--- src/rtl/ws2812_pkg.sv ---
// Shared types and constants for the WS2812 frame scheduler and its frame buffer.
package ws2812_pkg;

    typedef logic [23:0] pixel_t;  // GRB, G in [23:16]

    typedef enum logic [4:0] {
        S_IDLE  = 5'b00001,
        S_LOAD  = 5'b00010,
        S_START = 5'b00100,
        S_BUSY  = 5'b01000,
        S_LATCH = 5'b10000
    } state_t;

    localparam real F_CLK_DEF   = 48.0e6;
    localparam real T_RESET_DEF = 80.0e-6;

    // ceil(f_clk * t_reset), tolerant of binary rounding just above an integer
    function automatic int calc_n_reset(input real f_clk, input real t_reset);
        real x;
        int  n;
        x = f_clk * t_reset;
        n = $rtoi(x);
        if (x - $itor(n) > 1.0e-6) n = n + 1;
        return n;
    endfunction

    function automatic pixel_t scale_px(input pixel_t p, input logic [7:0] b);
        logic [15:0] t;
        pixel_t      r;
        r = '0;
        for (int ch = 0; ch < 3; ch++) begin
            t = {8'd0, p[ch*8 +: 8]} * ({8'd0, b} + 16'd1);
            r[ch*8 +: 8] = t[15:8];
        end
        return r;
    endfunction

endpackage

--- src/rtl/ws2812_fb.sv ---
// Pixel frame buffer: DEPTH x 24 register file, one write port, one combinational read port.
module ws2812_fb
    import ws2812_pkg::*;
#(
    parameter int DEPTH = 8,
    parameter int AW    = 3
) (
    input  logic          i_clk,
    input  logic          i_wr_en,
    input  logic [AW-1:0] i_wr_addr,
    input  logic [23:0]   i_wr_data,
    input  logic [AW-1:0] i_rd_addr,
    output logic [23:0]   o_rd_data
);

    // Contents are deliberately not reset; the host fills them before use.
    pixel_t r_mem [DEPTH];

    always_ff @(posedge i_clk) begin
        if (i_wr_en) r_mem[i_wr_addr] <= i_wr_data;
    end

    assign o_rd_data = r_mem[i_rd_addr];

endmodule

--- src/rtl/ws2812_frame_ctrl.sv ---
// Frame scheduler: walks every pixel through ws2812_tx, then holds the latch gap.
// Define WS2812_BRIGHTNESS_EN to scale each pixel by the brightness captured at frame start.
module ws2812_frame_ctrl
    import ws2812_pkg::*;
#(
    parameter real F_CLK   = F_CLK_DEF,
    parameter int  N       = 7,
    parameter real T_RESET = T_RESET_DEF,
    localparam int N_RESET = calc_n_reset(F_CLK, T_RESET),
    localparam int CNT_W   = $clog2(N_RESET),
    localparam int IDX_W   = (N > 0) ? $clog2(N + 1) : 1
) (
    input  logic             i_clk,
    input  logic             i_rst,
    input  logic             i_wr_en,
    input  logic [IDX_W-1:0] i_wr_addr,
    input  logic [23:0]      i_wr_data,
    input  logic [7:0]       i_brightness,
    input  logic             i_frame_req,
    output logic             o_frame_ack,
    output logic             o_busy,
    output logic             o_done,
    output logic             o_tx_start,
    output logic [23:0]      o_tx_data,
    input  logic             i_tx_bsy
);

    localparam logic [IDX_W-1:0] IDX_LAST = IDX_W'(N);
    localparam logic [CNT_W-1:0] CNT_LAST = CNT_W'(N_RESET - 1);

    state_t           r_state;
    logic [IDX_W-1:0] r_idx;
    logic [CNT_W-1:0] r_cnt;
    logic             r_tx_start, r_busy, r_ack, r_done;
    logic [23:0]      r_tx_data;
    logic [IDX_W-1:0] w_rd_addr;
    logic [23:0]      w_rd_px, w_load_px;

    // Read port always points at the pixel the next LOAD entry will capture.
    always_comb begin
        w_rd_addr = '0;
        if (r_state != S_IDLE && r_idx != IDX_LAST) w_rd_addr = r_idx + IDX_W'(1);
    end

    ws2812_fb #(.DEPTH(N + 1), .AW(IDX_W)) u_fb (
        .i_clk     (i_clk),
        .i_wr_en   (i_wr_en),
        .i_wr_addr (i_wr_addr),
        .i_wr_data (i_wr_data),
        .i_rd_addr (w_rd_addr),
        .o_rd_data (w_rd_px)
    );

`ifdef WS2812_BRIGHTNESS_EN
    logic [7:0] r_bri;
    logic [7:0] w_bri_sel;
    // Pixel 0 loads on the same edge that captures brightness, so bypass the register there.
    assign w_bri_sel = (r_state == S_IDLE) ? i_brightness : r_bri;
    assign w_load_px = scale_px(w_rd_px, w_bri_sel);
`else
    logic w_unused_bri;
    assign w_unused_bri = ^i_brightness;
    assign w_load_px    = w_rd_px;
`endif

    always_ff @(posedge i_clk) begin
        if (!i_rst) begin
            r_state    <= S_IDLE;
            r_idx      <= '0;
            r_cnt      <= '0;
            r_tx_start <= 1'b0;
            r_tx_data  <= '0;
            r_busy     <= 1'b0;
            r_ack      <= 1'b0;
            r_done     <= 1'b0;
`ifdef WS2812_BRIGHTNESS_EN
            r_bri      <= '0;
`endif
        end else begin
            r_ack  <= 1'b0;
            r_done <= 1'b0;
            unique case (r_state)
                S_IDLE: begin
                    if (i_frame_req) begin
                        r_idx      <= '0;
`ifdef WS2812_BRIGHTNESS_EN
                        r_bri      <= i_brightness;
`endif
                        r_tx_data  <= w_load_px;
                        r_tx_start <= 1'b1;
                        r_busy     <= 1'b1;
                        r_ack      <= 1'b1;
                        r_state    <= S_LOAD;
                    end
                end
                S_LOAD: r_state <= S_START;
                S_START: begin
                    r_tx_start <= 1'b0;
                    r_state    <= S_BUSY;
                end
                S_BUSY: begin
                    if (!i_tx_bsy) begin
                        if (r_idx == IDX_LAST) begin
                            r_cnt   <= '0;
                            r_state <= S_LATCH;
                        end else begin
                            r_idx      <= r_idx + IDX_W'(1);
                            r_tx_data  <= w_load_px;
                            r_tx_start <= 1'b1;
                            r_state    <= S_LOAD;
                        end
                    end
                end
                S_LATCH: begin
                    if (r_cnt == CNT_LAST) begin
                        r_cnt   <= '0;
                        r_busy  <= 1'b0;
                        r_done  <= 1'b1;
                        r_state <= S_IDLE;
                    end else begin
                        r_cnt <= r_cnt + CNT_W'(1);
                    end
                end
                default: begin
                    r_tx_start <= 1'b0;
                    r_busy     <= 1'b0;
                    r_state    <= S_IDLE;
                end
            endcase
        end
    end

    assign o_frame_ack = r_ack;
    assign o_busy      = r_busy;
    assign o_done      = r_done;
    assign o_tx_start  = r_tx_start;
    assign o_tx_data   = r_tx_data;

endmodule

--- config.mk ---
export PLATFORM = sky130hd
export DESIGN_NAME = ws2812_frame_ctrl
export DESIGN_NICKNAME = d
export VERILOG_FILES = /design/src/rtl/ws2812_pkg.sv /design/src/rtl/ws2812_fb.sv /design/src/rtl/ws2812_frame_ctrl.sv
export SDC_FILE = /design/constraint.sdc
export NUM_CORES = 1
export LEC_CHECK = 0
export CAP_MARGIN = 20
export CORE_ASPECT_RATIO = 0.8
export CORE_MARGIN = 4
export CORE_UTILIZATION = 40
export CTS_CLUSTER_DIAMETER = 30
export CTS_CLUSTER_SIZE = 20
export DETAILED_ROUTE_END_ITERATION = 8
export GPL_ROUTABILITY_DRIVEN = 0
export RECOVER_POWER = 25
export SETUP_SLACK_MARGIN = 0.4
export SLEW_MARGIN = 10
export SYNTH_ARGS = -nofsm -noshare
export SYNTH_HDL_FRONTEND = slang
export SYNTH_SLANG_ARGS = --single-unit
--- constraint.sdc ---
create_clock -name i_clk -period 3.5 [get_ports i_clk]
set_input_delay 0.875 -clock i_clk [delete_from_list [all_inputs] [get_ports i_clk]]
set_output_delay 0.875 -clock i_clk [all_outputs]
set_load 0.02 [all_outputs]
==> summary.md, run 1 <==
| Metric | Value |
|---|---|
| HPWL reported at the end of detailed placement | `11,550 µm` |
| Total number of nets in the final design | `717` |
| Peak supply drop | `382.5 µV` |
| Total die area | `26,400 µm²` |
| Endpoint type of the worst setup path | `register` |
| Mean instance size in the synthesized netlist | `16.12 µm²` |
| Core outline area | `23,460 µm²` |
| Maximum root-to-sink buffer count | `3` |
| Total of max-cap violations | `0` |
| Post-route cell area | `11,870 µm²` |
| Hold Slack | `0.4875 ns` |
| Highest clock frequency the design can meet | `403.8 MHz` |
| Compound-cell area share of the yosys netlist | `9.849%` |
| Combined area of all synthesized cells | `9540 µm²` |
| Setup TNS | `0 ns` |
| Total placed instance area | `10,500 µm²` |
| Result of the run | `finished, final reports clean` |
| Final setup fails | `0` |
| Final critical path time including I/O delays and setup | `2.476 ns` |
| Net Count, Synth | `635` |
| Power per Cell Area | `642.6 nW/µm²` |
| Final Slew Violations | `0` |
| Simple-Gate Fraction of Synth Area | `7.987%` |
| Global router's overall resource usage | `15.72%` |
| Clk Tree Root Cell | `clkbuf_16` |
| Top-area cell type share of the netlist area | `60.43%` |
| Sum of internal, switching and leakage power | `7.630 mW` |
| Wire length of the first global-routing pass | `32,620 µm` |
| Number of DRC violations after detailed routing | `0` |
| Antenna diodes | `0` |
| Setup Crit Path Kind | `reg2reg` |
| Detailed-routing iteration count for the pre-antenna-repair pass | `4` |
| Num CTS Buffers | `40` |
| Hold buffers post-CTS | `0` |
| Initial cell density of the core | `40.67%` |
| Multi-input gate area in the final layout | `2641 µm²` |
| Xor and xnor area share after synthesis | `0.2754%` |
| Combinational family with the most area after synthesis | `compound AO/OA/AOI/OAI gates` |
| Adder-cell area share of the yosys netlist | `0.3934%` |
| Final clock period utilization by the worst path | `70.75%` |
| Critical Path Start Type | `register` |
| Number of design-rule violations left by the first detailed-router iteration | `409` |
| Clock latency on the worst-skew pair | `0.52 ns` |
| Relative slew margins | `37.48%` |
| Cell depth of the worst hold path | `1` |
| Post-CTS setup buffer count | `0` |
| Number of clock sinks | `240` |
| Commonest cells in the synthesized netlist | `edfxtp_1, dfxtp_1, nor2_1` |
| Number of synthesized register bits | `240` |
| Setup slack of the worst register-to-register path | `1.02 ns` |
| Sequential cell area fraction in the yosys report | `70.50%` |
| Depth of the worst register-to-register path | `7` |
| Count of vias placed by the detailed router | `5,501` |
| Crit-path max FO | `49` |
| Number of global-route vias before repair | `5,798` |
| Instance count of the mapped netlist | `592` |
| Worst slack, placed | `0.7788 ns` |
| FFs w/ async S/R, synth | `0%` |
| Worst min-delay path category | `reg2reg` |
| Data arrival time of the worst path | `2.87 ns` |
| Number of antenna violations at the first check in global routing | `1` |
| Count of port buffers added during placement | `59` |
| Layout overhead on the synthesized area | `24.46%` |
| Count of H-tree levels built during CTS | `2` |
| Clock tree from TritonCTS | `built` |
| Sequential standard cell area | `6728 µm²` |
| Via/cell ratio | `5.404` |
| Largest area contributor in the synthesized netlist | `edfxtp_1` |
| RSZ-0062 raised after global routing | `false` |
| Static leakage power | `3.868 nW` |
| Standard-cell row count | `50` |
| Horizontal die dimension | `180.7 µm` |
| Clk_skew | `0.009728 ns` |
| Mux cell area share after synthesis | `8.708%` |
| Most common cell in the netlist | `edfxtp_1` |
| I/O pin cnt | `68` |
| Number of enable flip-flop cells after synthesis | `192` |
| Final-layout fill cell count | `1,946` |
| Overall die height | `146.1 µm` |
| Hold violation total from the final report | `0` |
| Yosys cell types | `59` |
| Post-cts repair resize count | `0` |
| Synth Flop Type | `edfxtp_1` |
| Final setup margin | `1.024 ns` |
| Total Routed Length | `20,750 µm` |
| WL per Instance | `20.39 µm` |
| Overall overflow remaining after global route | `0` |
| Synth warn | `0` |
| Required time worst endpoint | `3.89 ns` |
| Top cells by area in the synthesized netlist | `edfxtp_1, dfxtp_1, mux4_2` |
| Fraction of final layout cells with drive strength greater than 1 | `24.65%` |
| Clock transition time at the flip-flop clock pins of the worst setup and hold paths | `0.05 ns` |
| Tightest Pin Transition | `0.9343 ns` |
| Antenna violation net count after detailed routing | `0` |
| Pin count of the biggest net entering global routing | `50` |
## cell type report
cell class              instances  area share [%]
multi-input cells             311           22.24
repair buffers                 78           6.133
flip-flops and latches        240           56.66
clock buffers                  45           8.851
well taps                     312           3.288
clock inverters                29           2.729
inverters                       3         0.09484
## layer usage
layer	part of all wire, %	GRT usage [%]	wire (µm)	vias up
li1	-	-	-	2542
met1	46	22.13	9516	2794
met2	47	24.35	9727	133
met3	5.9	4.583	1214	30
met4	1.3	3.779	279	2
met5	0.063	0	13	-
## kinds of logic (layout without fill, tap and decap cells)
kind of cell / after synthesis / after routing
simple gates: 145 / 145
flops: 240 / 240
fa+ha+maj: 3 / 3
compound gates: 110 / 110
xor+xnor: 3 / 3
buf+inv: 41 / 155
mux: 50 / 50
## worst paths after layout
| kind | from | to |
|---|---|---|
| worst max register to register | r_idx[0] | o_tx_data[7] |
| worst min-delay path | r_cnt[6] | r_cnt[6] |
| worst min register to register | r_cnt[6] | r_cnt[6] |
| worst max-delay path | r_idx[0] | o_tx_data[7] |
## registers in the layout, indices dropped and copies added, names as in the netlist
name and count:
o_busy 1, o_done 1, o_frame_ack 1, r_state 5, u_fb.r_mem 192, r_idx 3, o_tx_data 24, r_cnt 12
o_tx_start 1
## stage by stage
| step | utilization [%] | instances |
|---|---|---|
| after detailed placement | 44.75 | 944 |
| after global placement | 44.75 | 944 |
| after global routing | 50.61 | 1018 |
| after CTS | 50.61 | 1018 |
| after floorplan | - | 592 |
| final | 50.61 | 1018 |
## placed cells by master, fill, tap and decap left out, types with 4 or more instances in the layout
cell type	instances
and3_1	4
buf_4	19
bufinv_16	5
clkbuf_16	41
clkdlybuf4s50_1	41
clkinv_2	6
dfxtp_1	47
dlygate4sd3_1	17
edfxtp_1	192
inv_6	8
mux2_2	24
mux4_2	24
nand2_1	14
nand2b_1	7
nand3_1	35
nor2_1	35
nor2_2	6
nor2b_1	8
nor3_1	6
nor3b_1	4
nor4_1	5
o21ai_0	7
o22a_1	24
o22ai_1	24
o31ai_1	4
o31ai_2	20
## critical path, cell delays in order, from the launching register on
cell     delay [ns]
dfxtp_2        0.32
ha_1           0.19
ha_2           0.34
buf_4          0.59
mux2_2         0.41
o22a_1         0.17
o22ai_1        0.22
o31ai_2        0.08
## report_power, final
group | switching (mW) | internal, mW | total, mW
logic | 0.262 | 0.179 | 0.442
clock network | 1.38 | 2.57 | 3.94
registers | 0.0485 | 3.20 | 3.25
total | 1.69 | 5.94 | 7.63
Note: power is estimated with default switching activity, not from simulation.
==> run 2, diff against run 1 <==
Clock period 3.5 ns to 2.15 ns, I/O delays scaled along.
==> summary.md, run 2 (synthesis gave the netlist of run 1 again) <==
| Metric | Value |
|---|---|
| Total Routed Length | `23,420 µm (+13%)` |
| Total of max-cap violations | `0 (unchanged)` |
| Horizontal die dimension | `180.7 µm (unchanged)` |
| Max FFs per register | `192 (unchanged)` |
| Number of clock sinks | `240 (unchanged)` |
| Tightest Pin Transition | `0.4022 ns (-0.5320 ns)` |
| Total die area | `26,400 µm² (unchanged)` |
| Static leakage power | `4.359 nW (+13%)` |
| Relative slew margins | `73.15% (+36 points)` |
| Setup TNS | `0 ns (unchanged)` |
| WL per Instance | `22.24 µm (+9.1%)` |
| Initial cell density of the core | `40.67% (unchanged)` |
| Number of antenna violations at the first check in global routing | `1 (unchanged)` |
| Required time worst endpoint | `2.57 ns (-1.32 ns)` |
| Clock tree from TritonCTS | `built` |
| HPWL reported at the end of detailed placement | `12,150 µm (+5.2%)` |
| Final Core Density | `55.02% (+4.4 points)` |
| RSZ-0062 raised after global routing | `true` |
| Fraction of final layout cells with drive strength greater than 1 | `36.30% (+12 points)` |
| Power per Cell Area | `982.2 nW/µm² (+53%)` |
| Critical Path Start Type | `register` |
| Antenna diodes | `0 (unchanged)` |
| Detailed-routing iteration count for the pre-antenna-repair pass | `5 (+1)` |
| Largest register by flop count | `u_fb.r_mem` |
| Number of DRC violations after detailed routing | `0 (unchanged)` |
| Clock transition time at the flip-flop clock pins of the worst setup and hold paths | `0.05 ns (about the same)` |
| Antenna violation net count after detailed routing | `0 (unchanged)` |
| Total number of nets in the final design | `752 (+4.9%)` |
| Peak supply drop | `662.2 µV (+73%)` |
| Hold Slack | `0.3616 ns (-0.1258 ns)` |
| Layout overhead on the synthesized area | `35.30%` |
| Global router's overall resource usage | `17.22% (+1.5 points)` |
| Clk_skew | `0.02399 ns (+0.01426 ns)` |
| Setup Crit Path Kind | `reg2reg` |
| Crit-path max FO | `6 (-88%)` |
| Overall overflow remaining after global route | `0 (unchanged)` |
| Standard-cell row count | `50 (unchanged)` |
| Core outline area | `23,460 µm² (unchanged)` |
| Final Slew Violations | `0 (unchanged)` |
| Data arrival time of the worst path | `2.36 ns (-0.51 ns)` |
| Final setup fails | `0 (unchanged)` |
| Clock latency on the worst-skew pair | `0.53 ns (about the same)` |
| I/O pin cnt | `68 (unchanged)` |
| Final clock period utilization by the worst path | `90.52% (+20 points)` |
| Number of design-rule violations left by the first detailed-router iteration | `513 (+25%)` |
| Via/cell ratio | `5.542 (+2.6%)` |
| Leading cell type in the layout, fill and taps excluded | `edfxtp_1` |
| Sequential standard cell area | `6734 µm² (about the same)` |
| Num CTS Buffers | `40 (unchanged)` |
| Pin count of the biggest net entering global routing | `52 (+4.0%)` |
| Overall die height | `146.1 µm (unchanged)` |
| Worst min-delay path category | `in2reg` |
| Clk Tree Root Cell | `clkbuf_16` |
| Commonest cells after routing, fill and taps aside | `edfxtp_1, clkbuf_16, dfxtp_1, nand3_1, nor2_1` |
| Multi-input gate area in the final layout | `2973 µm² (+13%)` |
| Hold buffers post-CTS | `0 (unchanged)` |
| Final critical path time including I/O delays and setup | `1.946 ns (-0.5300 ns)` |
| Highest clock frequency the design can meet | `513.8 MHz (+27%)` |
| Count of H-tree levels built during CTS | `2 (unchanged)` |
| Endpoint type of the worst setup path | `register` |
| Number of global-route vias before repair | `6,266 (+8.1%)` |
| Hold violation total from the final report | `0 (unchanged)` |
| Count of vias placed by the detailed router | `5,836 (+6.1%)` |
| Count of port buffers added during placement | `59 (unchanged)` |
| Final-layout fill cell count | `1,819 (-6.5%)` |
| Maximum root-to-sink buffer count | `3 (unchanged)` |
| Result of the run | `finished, final reports clean` |
| Wire length of the first global-routing pass | `35,490 µm (+8.8%)` |
==> run 2: cell count changes in the layout (fill, tap and decap cells not counted), sizes merged, moves of 2 or more <==
cell           before  now
inv                13    8
dlygate4sd3        17   15
clkdlybuf4s15       0   15
clkinv             11   17
clkdlybuf4s50      41   14
clkbuf             45   51
dlygate4sd2         0    5
buf                20   54
==> run 2: power by group <==
part           internal [mW]  total [mW]  leakage [nW]  switching, mW
Sequential              5.20        5.29          2.14         0.0818
Clock                   4.19        6.50         0.674           2.31
Combinational          0.393       0.895          1.55          0.502
==> run 2: through the flow <==
step	power [mW]	cells	worst slack [ns]	instance area (µm²)
after global routing	13.10	1053	0.1210	12910
final	12.68	1053	0.2038	12910
after CTS	12.70	1044	0.2282	12710
after global placement	6.147	958	-0.06851	10920
after floorplan	5.775	592	0.1071	9788
after detailed placement	6.176	958	-0.1209	10920
==> run 2: per-layer routing <==
metal  routed length, µm  track usage, %  part of all wire, %
met2               11040           28.09                   47
met1               10430           23.37                   45
met3                1496           3.537                  6.4
met4                 442           5.518                  1.9
met5                  13               0                0.056
==> run 2: worst max-delay path, stage by stage, from the launching register on <==
cell     delay, ns
dfxtp_4       0.35
ha_4          0.16
ha_4          0.36
buf_12        0.14
buf_16        0.13
mux2_4        0.30
o22a_1        0.19
o22ai_2       0.13
o31ai_2       0.07
==> run 2: layout make-up <==
cell class | instances | share of cell area (%)
Inverter | 3 | 0.08723
Sequential cell | 240 | 52.17
Clock buffer | 42 | 7.812
Multi-Input combinational cell | 311 | 23.03
Clock inverter | 32 | 2.937
Timing Repair Buffer | 113 | 10.94
Tap cell | 312 | 3.024
==> run 2: worst paths after layout <==
check,startpoint,end,slack [ns],cells past startpoint
hold / removal,i_rst,r_cnt[8],0.36,3
hold reg to reg,r_cnt[6],r_cnt[6],0.48,1
setup / recovery,r_idx[0],o_tx_data[7],0.20,8
setup reg to reg,r_idx[0],o_tx_data[7],0.20,8
==> run 2: what timing repair did <==
action	in CTS	in global routing
gates resized for setup	99	34
pin swaps	7	6
gates cloned	6	4
buffers inserted	6	5
setup endpoints to repair	64	50
==> run 3, diff against run 2 <==
Settings changed: CORE_ASPECT_RATIO 0.8 to default.
==> summary.md, run 3 (synthesis gave the netlist of run 1 again) <==
| Metric | Value |
|---|---|
| Number of DRC violations after detailed routing | `0 (unchanged)` |
| Critical Path Start Type | `register` |
| Met2 wire length | `11,480 µm (+4.0%)` |
| I/O pin cnt | `68 (unchanged)` |
| Final critical path time including I/O delays and setup | `1.934 ns (-0.01176 ns)` |
| Clk_skew | `0.01925 ns (-0.004742 ns)` |
| Number of clock sinks | `240 (unchanged)` |
| Count of vias placed by the detailed router | `5,855 (+0.33%)` |
| Fraction of final layout cells with drive strength greater than 1 | `38.58% (+2.3 points)` |
| Layout overhead on the synthesized area | `38.53%` |
| Crit-path max FO | `6 (unchanged)` |
| Overall overflow remaining after global route | `0 (unchanged)` |
| Static leakage power | `4.471 nW (+2.6%)` |
| Total die area | `26,390 µm² (about the same)` |
| Highest clock frequency the design can meet | `517.0 MHz (+0.61%)` |
| Pin count of the biggest net entering global routing | `52 (unchanged)` |
| Antenna violation net count after detailed routing | `0 (unchanged)` |
| Clock transition time at the flip-flop clock pins of the worst setup and hold paths | `0.05 ns (about the same)` |
| Depth of the worst register-to-register path | `9 (+1)` |
| Cell depth of the worst hold path | `3 (unchanged)` |
| Total of max-cap violations | `0 (unchanged)` |
| Total number of nets in the final design | `767 (+2.0%)` |
| Final-layout fill cell count | `1,796 (-1.3%)` |
| Post-route met1 wirelength | `9462 µm (-9.3%)` |
| Relative slew margins | `73.58% (+0.43 points)` |
| Clk Tree Root Cell | `clkbuf_16` |
| Max layer used | `met4` |
| Total Routed Length | `22,480 µm (-4.0%)` |
| HPWL reported at the end of detailed placement | `12,070 µm (-0.63%)` |
| Setup slack of the worst register-to-register path | `0.22 ns (about the same)` |
| Horizontal die dimension | `162.4 µm (-10%)` |
| Setup Crit Path Kind | `reg2reg` |
| Clock latency on the worst-skew pair | `0.53 ns (about the same)` |
| WL per Instance | `20.78 µm (-6.6%)` |
| Overall die height | `162.4 µm (+11%)` |
| Worst min-delay path category | `in2reg` |
| Result of the run | `finished, final reports clean` |
| Met3 WL post-DR | `1193 µm (-20%)` |
| RSZ-0062 raised after global routing | `true` |
| Final Slew Violations | `0 (unchanged)` |
| Worst slack, placed | `-0.1451 ns (-0.02425 ns)` |
| Launch point of the worst path | `r_idx[1]` |
| Hold path startpoint | `i_rst` |
| Number of design-rule violations left by the first detailed-router iteration | `434 (-15%)` |
| Core outline area | `23,470 µm² (about the same)` |
| Clock tree from TritonCTS | `built` |
| Initial cell density of the core | `40.64% (about the same)` |
| Final setup margin | `0.2156 ns (+0.01176 ns)` |
| FF-to-FF End | `o_tx_data[13]` |
| Endpoint type of the worst setup path | `register` |
| Power per Cell Area | `1020 nW/µm² (+3.9%)` |
| Max FFs per register | `192 (unchanged)` |
| Tightest Pin Transition | `0.3931 ns (-0.009137 ns)` |
| Final setup fails | `0 (unchanged)` |
| Data arrival time of the worst path | `2.35 ns (about the same)` |
| Number of global-route vias before repair | `6,244 (-0.35%)` |
| Number of antenna violations at the first check in global routing | `1 (unchanged)` |
| Hold violation total from the final report | `0 (unchanged)` |
| Wire length of the first global-routing pass | `34,360 µm (-3.2%)` |
| Final clock period utilization by the worst path | `89.97% (-0.55 points)` |
| Placed insts | `968 (+1.0%)` |
| Via/cell ratio | `5.411 (-2.4%)` |
| Required time worst endpoint | `2.56 ns (about the same)` |
| Count of port buffers added during placement | `59 (unchanged)` |
| Leading cell type in the layout, fill and taps excluded | `edfxtp_1` |
| Largest register by flop count | `u_fb.r_mem` |
| Global router's overall resource usage | `16.78% (-0.44 points)` |
| Standard-cell row count | `56 (+12%)` |
| Final cell count without fillers | `1,082 (+2.8%)` |
| Maximum root-to-sink buffer count | `3 (unchanged)` |
| Num CTS Buffers | `46 (+15%)` |
| Commonest cells after routing, fill and taps aside | `edfxtp_1, clkbuf_16, dfxtp_1, nand3_1, nor2_1` |
| Peak supply drop | `649.6 µV (-1.9%)` |
| Destination of the worst hold path | `r_cnt[8]` |
| Worst r2r src | `r_idx[1]` |
| Count of H-tree levels built during CTS | `2 (unchanged)` |
| Detailed-routing iteration count for the pre-antenna-repair pass | `5 (unchanged)` |
-- run 3: where the power goes --
group	internal [mW]	switching, mW
Sequential	5.21	0.0858
Combinational	0.468	0.527
Clock	4.84	2.36
-- run 3: through the flow --
| stage | cell area, µm² | hold slack (ns) | util (%) | TNS, ns | total power, mW |
|---|---|---|---|---|---|
| finish | 13220 | 0.3573 | 56.31 | 0 | 13.48 |
| global route | 13220 | 0.3532 | 56.31 | 0 | 13.93 |
| CTS | 13030 | 0.3331 | 55.50 | 0 | 13.51 |
| detailed placement | 10970 | 0.4744 | 46.72 | -2.410 | 6.177 |
| global placement | 10970 | 0.4692 | 46.72 | -2.009 | 6.152 |
| floorplan | 9788 | 0.4374 | - | 0 | 5.775 |
-- run 3: worst max path at each step --
| stage | to | slack [ns] | cells after the start |
|---|---|---|---|
| floorplan | u_fb.r_mem[4][0] | 0.11 | 2 |
| global placement | o_tx_data[23] | -0.09 | 6 |
| detailed placement | o_tx_data[0] | -0.15 | 6 |
| CTS | o_tx_data[18] | 0.21 | 8 |
| global route | o_tx_data[7] | 0.17 | 9 |
| finish | o_tx_data[13] | 0.22 | 9 |
-- run 3: area by class of cell --
cell class / count / area, µm² / share of cell area (%)
flip-flops and latches: 240 / 6739 / 50.99
clock buffers: 57 / 1234 / 9.334
repair buffers: 122 / 1443 / 10.92
diodes: 1 / 2.502 / 0.01893
inverters: 3 / 11.26 / 0.08520
well taps: 319 / 399.1 / 3.020
clock inverters: 29 / 355.3 / 2.689
multi-input cells: 311 / 3033 / 22.95
-- run 3: per-layer routing --
| layer | vias up | global-route usage [%] |
|---|---|---|
| li1 | 2649 | - |
| met1 | 3000 | 21.26 |
| met2 | 173 | 29.10 |
| met3 | 33 | 3.240 |
| met4 | 0 | 5.498 |
| met5 | - | 0 |
-- run 3: worst max-delay path, cell delays in order, from the launching register on --
cell and delay [ns]:
dfxtp_2 0.33, ha_4 0.16, ha_4 0.28, buf_8 0.13, buf_12 0.13, buf_8 0.12, mux2_4 0.30, o22a_1 0.19
o22ai_2 0.10, o31ai_2 0.07
-- run 3: what timing repair did --
item / 4_1_cts / 5_1_grt
setup endpoints to repair: 62 / 42
resized for setup: 113 / 34
cloned: 3 / 3
pin swaps: 11 / 5
hold buffers: 0 / 0
buffers inserted: 20 / 1
